===== src/rtl/kyber_mont_exit.sv =====
// kyber_mont_exit
// ----------------------------------------------------------------------------
// Purpose:
//   Streaming converter that takes Kyber coefficients out of the Montgomery
//   domain (R = 2^16, q = 3329): out = in * R^-1 mod q = in * 169 mod q.
//   Three-stage unsigned Montgomery reduction behind valid/ready handshakes,
//   with a 256-coefficient output framing counter and a sticky range error.
//
// Ports:
//   clk        in   1   rising-edge clock
//   rst        in   1   asynchronous active-high reset
//   in_valid   in   1   input coefficient valid
//   in_ready   out  1   block can accept input this cycle
//   in_data    in   12  Montgomery-domain coefficient (legal 0..3328)
//   out_valid  out  1   output coefficient valid
//   out_ready  in   1   downstream accepts output
//   out_data   out  12  standard-domain coefficient, always 0..3328
//   out_last   out  1   high with out_valid on coefficient index N-1
//   range_err  out  1   sticky: an accepted in_data was >= Q
// ----------------------------------------------------------------------------
module kyber_mont_exit #(
    parameter int Q        = 3329,
    parameter int QNEG_INV = 3327,
    parameter int N        = 256
) (
    input  logic        clk,
    input  logic        rst,
    input  logic        in_valid,
    output logic        in_ready,
    input  logic [11:0] in_data,
    output logic        out_valid,
    input  logic        out_ready,
    output logic [11:0] out_data,
    output logic        out_last,
    output logic        range_err
);

    localparam logic [11:0] LP_Q     = 12'(Q);
    localparam logic [15:0] LP_QINV  = 16'(QNEG_INV);
    localparam logic [27:0] LP_Q28   = 28'(Q);
    localparam logic [7:0]  LP_LAST  = 8'(N - 1);

    // Stage registers
    logic        r_s1_valid;
    logic [11:0] r_s1_x;
    logic [15:0] r_s1_m;
    logic        r_s2_valid;
    logic [11:0] r_s2_t;
    logic        r_s3_valid;
    logic [11:0] r_s3_data;
    logic [7:0]  r_idx;
    logic        r_range_err;

    // Combinational datapath
    logic        w_en;
    logic        w_in_hs;
    logic        w_out_hs;
    logic [15:0] w_m;
    logic [27:0] w_p;
    logic [11:0] w_t;
    logic [11:0] w_red;
    logic        w_unused_plow;

    // Whole-pipeline stall: everything advances only when the output slot
    // is empty or being drained this cycle.
    assign w_en     = ~r_s3_valid | out_ready;
    assign w_in_hs  = in_valid & w_en;
    assign w_out_hs = r_s3_valid & out_ready;

    // m = x * (-q^-1) mod 2^16; the 16-bit result width performs the modulo.
    assign w_m = {4'b0000, in_data} * LP_QINV;

    // p = x + m*q is a multiple of 2^16, so its low half is always zero
    // and only p[27:16] carries information.
    assign w_p           = {16'b0, r_s1_x} + ({12'b0, r_s1_m} * LP_Q28);
    assign w_t           = w_p[27:16];
    assign w_unused_plow = ^w_p[15:0];

    // t never exceeds q for any 12-bit input, so one subtract is enough.
    assign w_red = (r_s2_t >= LP_Q) ? (r_s2_t - LP_Q) : r_s2_t;

    // Pipeline stages: valid bits track bubbles, data moves with them.
    always_ff @(posedge clk or posedge rst) begin
        if (rst) begin
            r_s1_valid <= 1'b0;
            r_s1_x     <= '0;
            r_s1_m     <= '0;
            r_s2_valid <= 1'b0;
            r_s2_t     <= '0;
            r_s3_valid <= 1'b0;
            r_s3_data  <= '0;
        end else if (w_en) begin
            r_s1_valid <= in_valid;
            r_s1_x     <= in_data;
            r_s1_m     <= w_m;
            r_s2_valid <= r_s1_valid;
            r_s2_t     <= w_t;
            r_s3_valid <= r_s2_valid;
            r_s3_data  <= w_red;
        end
    end

    // Output framing counter: counts completed output handshakes and wraps
    // naturally at 256 because it is 8 bits wide.
    always_ff @(posedge clk or posedge rst) begin
        if (rst) begin
            r_idx <= '0;
        end else if (w_out_hs) begin
            r_idx <= r_idx + 8'd1;
        end
    end

    // Sticky range error; the offending coefficient still flows through.
    always_ff @(posedge clk or posedge rst) begin
        if (rst) begin
            r_range_err <= 1'b0;
        end else if (w_in_hs && (in_data >= LP_Q)) begin
            r_range_err <= 1'b1;
        end
    end

    assign in_ready  = w_en;
    assign out_valid = r_s3_valid;
    assign out_data  = r_s3_data;
    assign out_last  = r_s3_valid & (r_idx == LP_LAST);
    assign range_err = r_range_err;

endmodule


===== config.mk =====
export PLATFORM = sky130hd
export DESIGN_NAME = kyber_mont_exit
export DESIGN_NICKNAME = d
export VERILOG_FILES = /design/src/rtl/kyber_mont_exit.sv
export SDC_FILE = /design/constraint.sdc
export NUM_CORES = 1
export LEC_CHECK = 0
export ABC_AREA = 1
export BUFFER_PORTS_ARGS = -buffer_cell sky130_fd_sc_hd__buf_2
export CORE_ASPECT_RATIO = 1.5
export CORE_MARGIN = 1.5
export CORE_UTILIZATION = 30
export CTS_CLUSTER_SIZE = 25
export DETAILED_ROUTE_END_ITERATION = 8
export GPL_ROUTABILITY_DRIVEN = 1
export PLACE_DENSITY_LB_ADDON = 0.08
export SLEW_MARGIN = 10
export SYNTH_ARGS = -nofsm -noshare
export SYNTH_HDL_FRONTEND = slang
export SYNTH_SLANG_ARGS = --single-unit

===== constraint.sdc =====
create_clock -name clk -period 4.37 [get_ports clk]
set_input_delay 1.311 -clock clk [delete_from_list [all_inputs] [get_ports clk]]
set_output_delay 1.311 -clock clk [all_outputs]
set_load 0.005 [all_outputs]

Word level (Yosys, flattened, before mapping)
Index checks and enable logic that the tools add are counted.
Cells by class
  multiplexer cells: 1
  equal/unequal tests: 1
  order comparisons: 2
  bitwise gates (word level): 5
  $add $sub $neg: 3
  $mul: 2
  reductions and logical operators: 1
Operator list (number)
  $add 12x28->28: 1
  $mul 16x12->28 const B: 1
  $ge 12x12->1 const B: 2
  $mul 12x12->16 const B: 1
  $mux 12: 1
  $sub 12x12->12 const B: 1
  $add 8x1->8 const B: 1
  $eq 8x8->1 const B: 1
  $and 1x1->1: 3
  $logic_and 1x1->1: 1
  $not 1->1: 1
  $or 1x1->1: 1
Word-level totals
  register bits: 64

Longest topological paths before layout
  depth after elaboration: 4
  depth in mapped cells: 22
  gate-level depth less buffers: 22

Worst setup path after synthesis
No wires, ideal clock.
  path kind: input to register
  from: input port in_data[4]
  to: register r_s1_m[13]
  arrival time: 4926 ps
  setup slack: -673 ps
  buffers on the path: 0
  library setup time: 117 ps
  data required time: 4253 ps
  stages on the path: 17
  path through: fa_1 -> inv_1 -> fa_1 -> fa_1 -> inv_1 -> fa_1 -> inv_1 -> fa_1 -> inv_1 -> ha_1 -> nand2_1 -> o21ai_0 -> a21oi_1 -> o21bai_1 -> nand2_1 -> nand3_1 -> nand2_1
On the way
  word-level cells in the longest chain between the ends: 1
RTL lines
  start, declared: line 30  | input logic [11:0] in_data,
  $mul 12x12->16: line 71  | assign w_m = {4'b0000, in_data} * LP_QINV;
  end signal, assigned: line 95  | r_s1_m <= w_m;
  end, declared: line 46  | logic [15:0] r_s1_m;
No other way between the ends.
A chain may end at the register's enable or synchronous reset.

Final worst setup path
  from: input port in_data[11]
  to: register r_s1_m[15]
Same word-level chain as after synthesis.

==> run metrics <==
first-pass GRT wire length=37700 um; CP cell instances=buf_2 -> fa_1 -> inv_2 -> fa_1 -> fa_1 -> inv_1 -> fa_1 -> inv_1 -> fa_1 -> inv_2 -> ha_4 -> inv_1 -> o21bai_1 -> a21oi_1 -> nand3_2 -> inv_1 -> nand2_1 -> nand3_1 -> nand2_1; IO buf count=31; num rows=75; fin crit period=4.76 ns; Num CTS Buffers=9; Chip Width=141 um; final hold vios=0; Post-synth ARST share=1.00; GRT overflow=0; DR vias=6987; Mapped Cells=1127; number of flops mapped to enable cells by yosys=0; CP max-delay cell=fa_1; Antenna Nets Post-Route=0; fin util=0.373; FF+latch count, synth=63; Adder-Cell Fraction of Synth Area=0.400; final worst-path cycle share=1.09; max_cap viols=0; post-synthesis simple-gate area fraction=0.226; flop-to-flop setup slack=0.24 ns; CP most frequent cell=fa_1; largest net degree at the start of global routing=64; critical path's top delay family=adder cells; HPWL Detailed=19700 um; Area Growth Syn to Fin=22.2%; drt total wl=22900 um; status=finished with violations; Arrival @ worst endpoint=5.00 ns; Hold WS=0.466 ns; CP max FO=3; WP buf/inv=7; Total Nets Final=1480; share of layout cells above drive strength 1=0.170; via/cell ratio=4.41; WP data required=4.61 ns; CTS root buf=clkbuf_16; clock-pin slew on the worst setup and hold paths=0.06 ns; Syn. warnings=0; Antenna Cells=0; Tot GR Track Use=0.167; relative slew slack=0.441; XOR/XNOR share of the synthesized area=0.0164; Worst Hold Class=flip-flop to flip-flop; Initial Utilization=0.305; Worst-Margin Slew=0.838 ns; element type at the critical path start=input pin; Synth Flop Type=dfrtp_1; residual DRC count=0; GR Util met1=0.160; cell area after synthesis=8560 um^2; routing usage on met2=0.351; max-slew violation count=0; met3 Track Usage GR=0.0128; failing checks=setup timing; Max clock buf depth=2; I/O pin cnt=32; Setup Skew=0.00702 ns; RePlAce Congestion=0.860; main combinational cell family by area after synthesis=adder cells; Critical Path Max Stage Delay=0.55 ns; Critical Setup Path Class=input pin to flip-flop; detailed router's first-iteration violation count=198; Critical Path Stages=19; placed cell areas=9810 um^2; post-synth cell types=32; Crit. End Element=flip-flop; Synth Area per Inst=7.59 um^2; Max Fclk=210 MHz; DR pass1 iterations=4; htree depth=3; # setup viols final=8; antenna violations before repair=0; unrepaired setup endpoints after global routing=true; CTS tree=done; final setup TNS=-2.55 ns; WL/cell=14.4 um; mux share of post-synthesis cell area=0; complex-gate fraction of the synthesized area=0.0469; Core Footprint=28100 um^2; CTS Sinks=63; Die Area=29600 um^2; clk_lat worst skew=0.35 ns; Final Instance Area=10500 um^2; Worst Slack Setup Final=-0.391 ns; fillers=2961; busiest grt layer=met2; number of global-route vias before repair=7500; register area share after synthesis=0.184; reg2reg path depth=21; post-synthesis net count=1374; Die Ht=210 um; Hold Crit Depth=1
==> cell families after synthesis <==
group                      count (synthesis)
buffers and inverters                    283
and+or+nand+nor                          462
adders and majority gates                231
xor gates and xnor gates                  16
AOI/OAI and AO/OA                         72
DFF                                       63
==> stage by stage <==
step / cells / setup WS [ns]
3_5_place_dp: 1561 / -0.845
2_1_floorplan: 1127 / -0.489
6_report: 1584 / -0.391
4_1_cts: 1581 / -0.385
3_3_place_gp: 1561 / -0.815
5_1_grt: 1584 / -0.631
==> cell type report <==
cell class	count	area [um^2]	area share
Sequential cell	63	1580	0.151
Inverter	271	1020	0.0975
Clock buffer	11	243	0.0232
Multi-Input combinational cell	781	6280	0.601
Tap cell	346	433	0.0414
Timing Repair Buffer	107	801	0.0766
Clock inverter	5	105	0.0100
==> layout by cell type, fill, tap and decap left out, drive strengths merged <==
master    instances
o31ai             1
xnor2             6
fa               71
nor3              8
a21o              2
nand2           322
nand3b            5
dfrtp            63
clkbuf           11
o21bai            5
inv             270
nor2             45
nand4            18
nand3            58
a31oi             4
ha              160
bufinv            3
clkinvlp          2
a21oi            25
a41o              1
buf             107
clkinv            1
or2               6
o21ai            34
xor2             10
==> worst reg2reg max path: stages (launching register included) <==
cell	delay [ns]
dfrtp_1	0.41
ha_1	0.28
inv_1	0.05
fa_1	0.50
inv_1	0.04
ha_1	0.27
inv_1	0.05
fa_1	0.50
fa_1	0.54
inv_1	0.04
ha_1	0.31
nand2_1	0.08
inv_1	0.07
nand2_1	0.07
nor3_1	0.25
nand2_1	0.09
nand2_1	0.11
nand2_1	0.09
nand2_1	0.07
nand2_1	0.05
nand3_1	0.10
nand2_1	0.06
==> repair_timing <==
action | in CTS | in global routing
setup endpoints to repair | 9 | 11
hold buffers | 0 | 0
gates resized for setup | 36 | 33
pin swaps | 28 | 33
setup buffers | 4 | 4
==> registers in the layout, summed over array words and instances (netlist names) <==
name	count
out_data	12
r_s1_valid	1
r_s2_valid	1
r_idx	8
range_err	1
out_valid	1
r_s1_m	15
r_s2_t	12
r_s1_x	12
==> per-layer routing <==
| layer | up-vias | part of all wire |
|---|---|---|
| li1 | 3678 | - |
| met2 | 59 | 0.58 |
| met4 | 0 | 0.035 |
| met5 | - | 0 |
| met1 | 3220 | 0.37 |
| met3 | 30 | 0.0093 |
==> path summary, 6_finish.rpt <==
path	endpoint	startpoint
setup reg to reg	r_s2_t[4]$_DFFE_PP0N_	r_s1_m[2]$_DFFE_PP0N_
hold reg to reg	out_valid$_DFFE_PP0N_	r_s2_valid$_DFFE_PP0N_
min in group asynchronous	out_data[3]$_DFFE_PP0N_	rst
max in group asynchronous	r_s1_x[2]$_DFFE_PP0N_	rst
hold / removal	out_valid$_DFFE_PP0N_	r_s2_valid$_DFFE_PP0N_
setup / recovery	r_s1_m[15]$_DFFE_PP0N_	in_data[11]
==> Yosys cell counts, types with 3 or more instances <==
cell type / n / area (um^2)
nand2_1: 322 / 1210
inv_1: 266 / 998
ha_1: 160 / 2000
fa_1: 71 / 1420
dfrtp_1: 63 / 1580
nand3_1: 56 / 280
nor2_1: 44 / 165
o21ai_0: 30 / 150
a21oi_1: 24 / 120
nand4_1: 17 / 106
xor2_1: 10 / 87.6
clkbuf_1: 8 / 30.0
nor3_1: 7 / 35.0
or2_2: 6 / 37.5
xnor2_1: 6 / 52.6
nand3b_1: 5 / 37.5
o21bai_1: 5 / 37.5
a31oi_1: 4 / 25.0
inv_2: 4 / 15.0
o21ai_1: 4 / 20.0
buf_2: 3 / 15.0
Power is not shown: default switching activity piles up to over one toggle a cycle in this logic, so the estimate is an artifact.
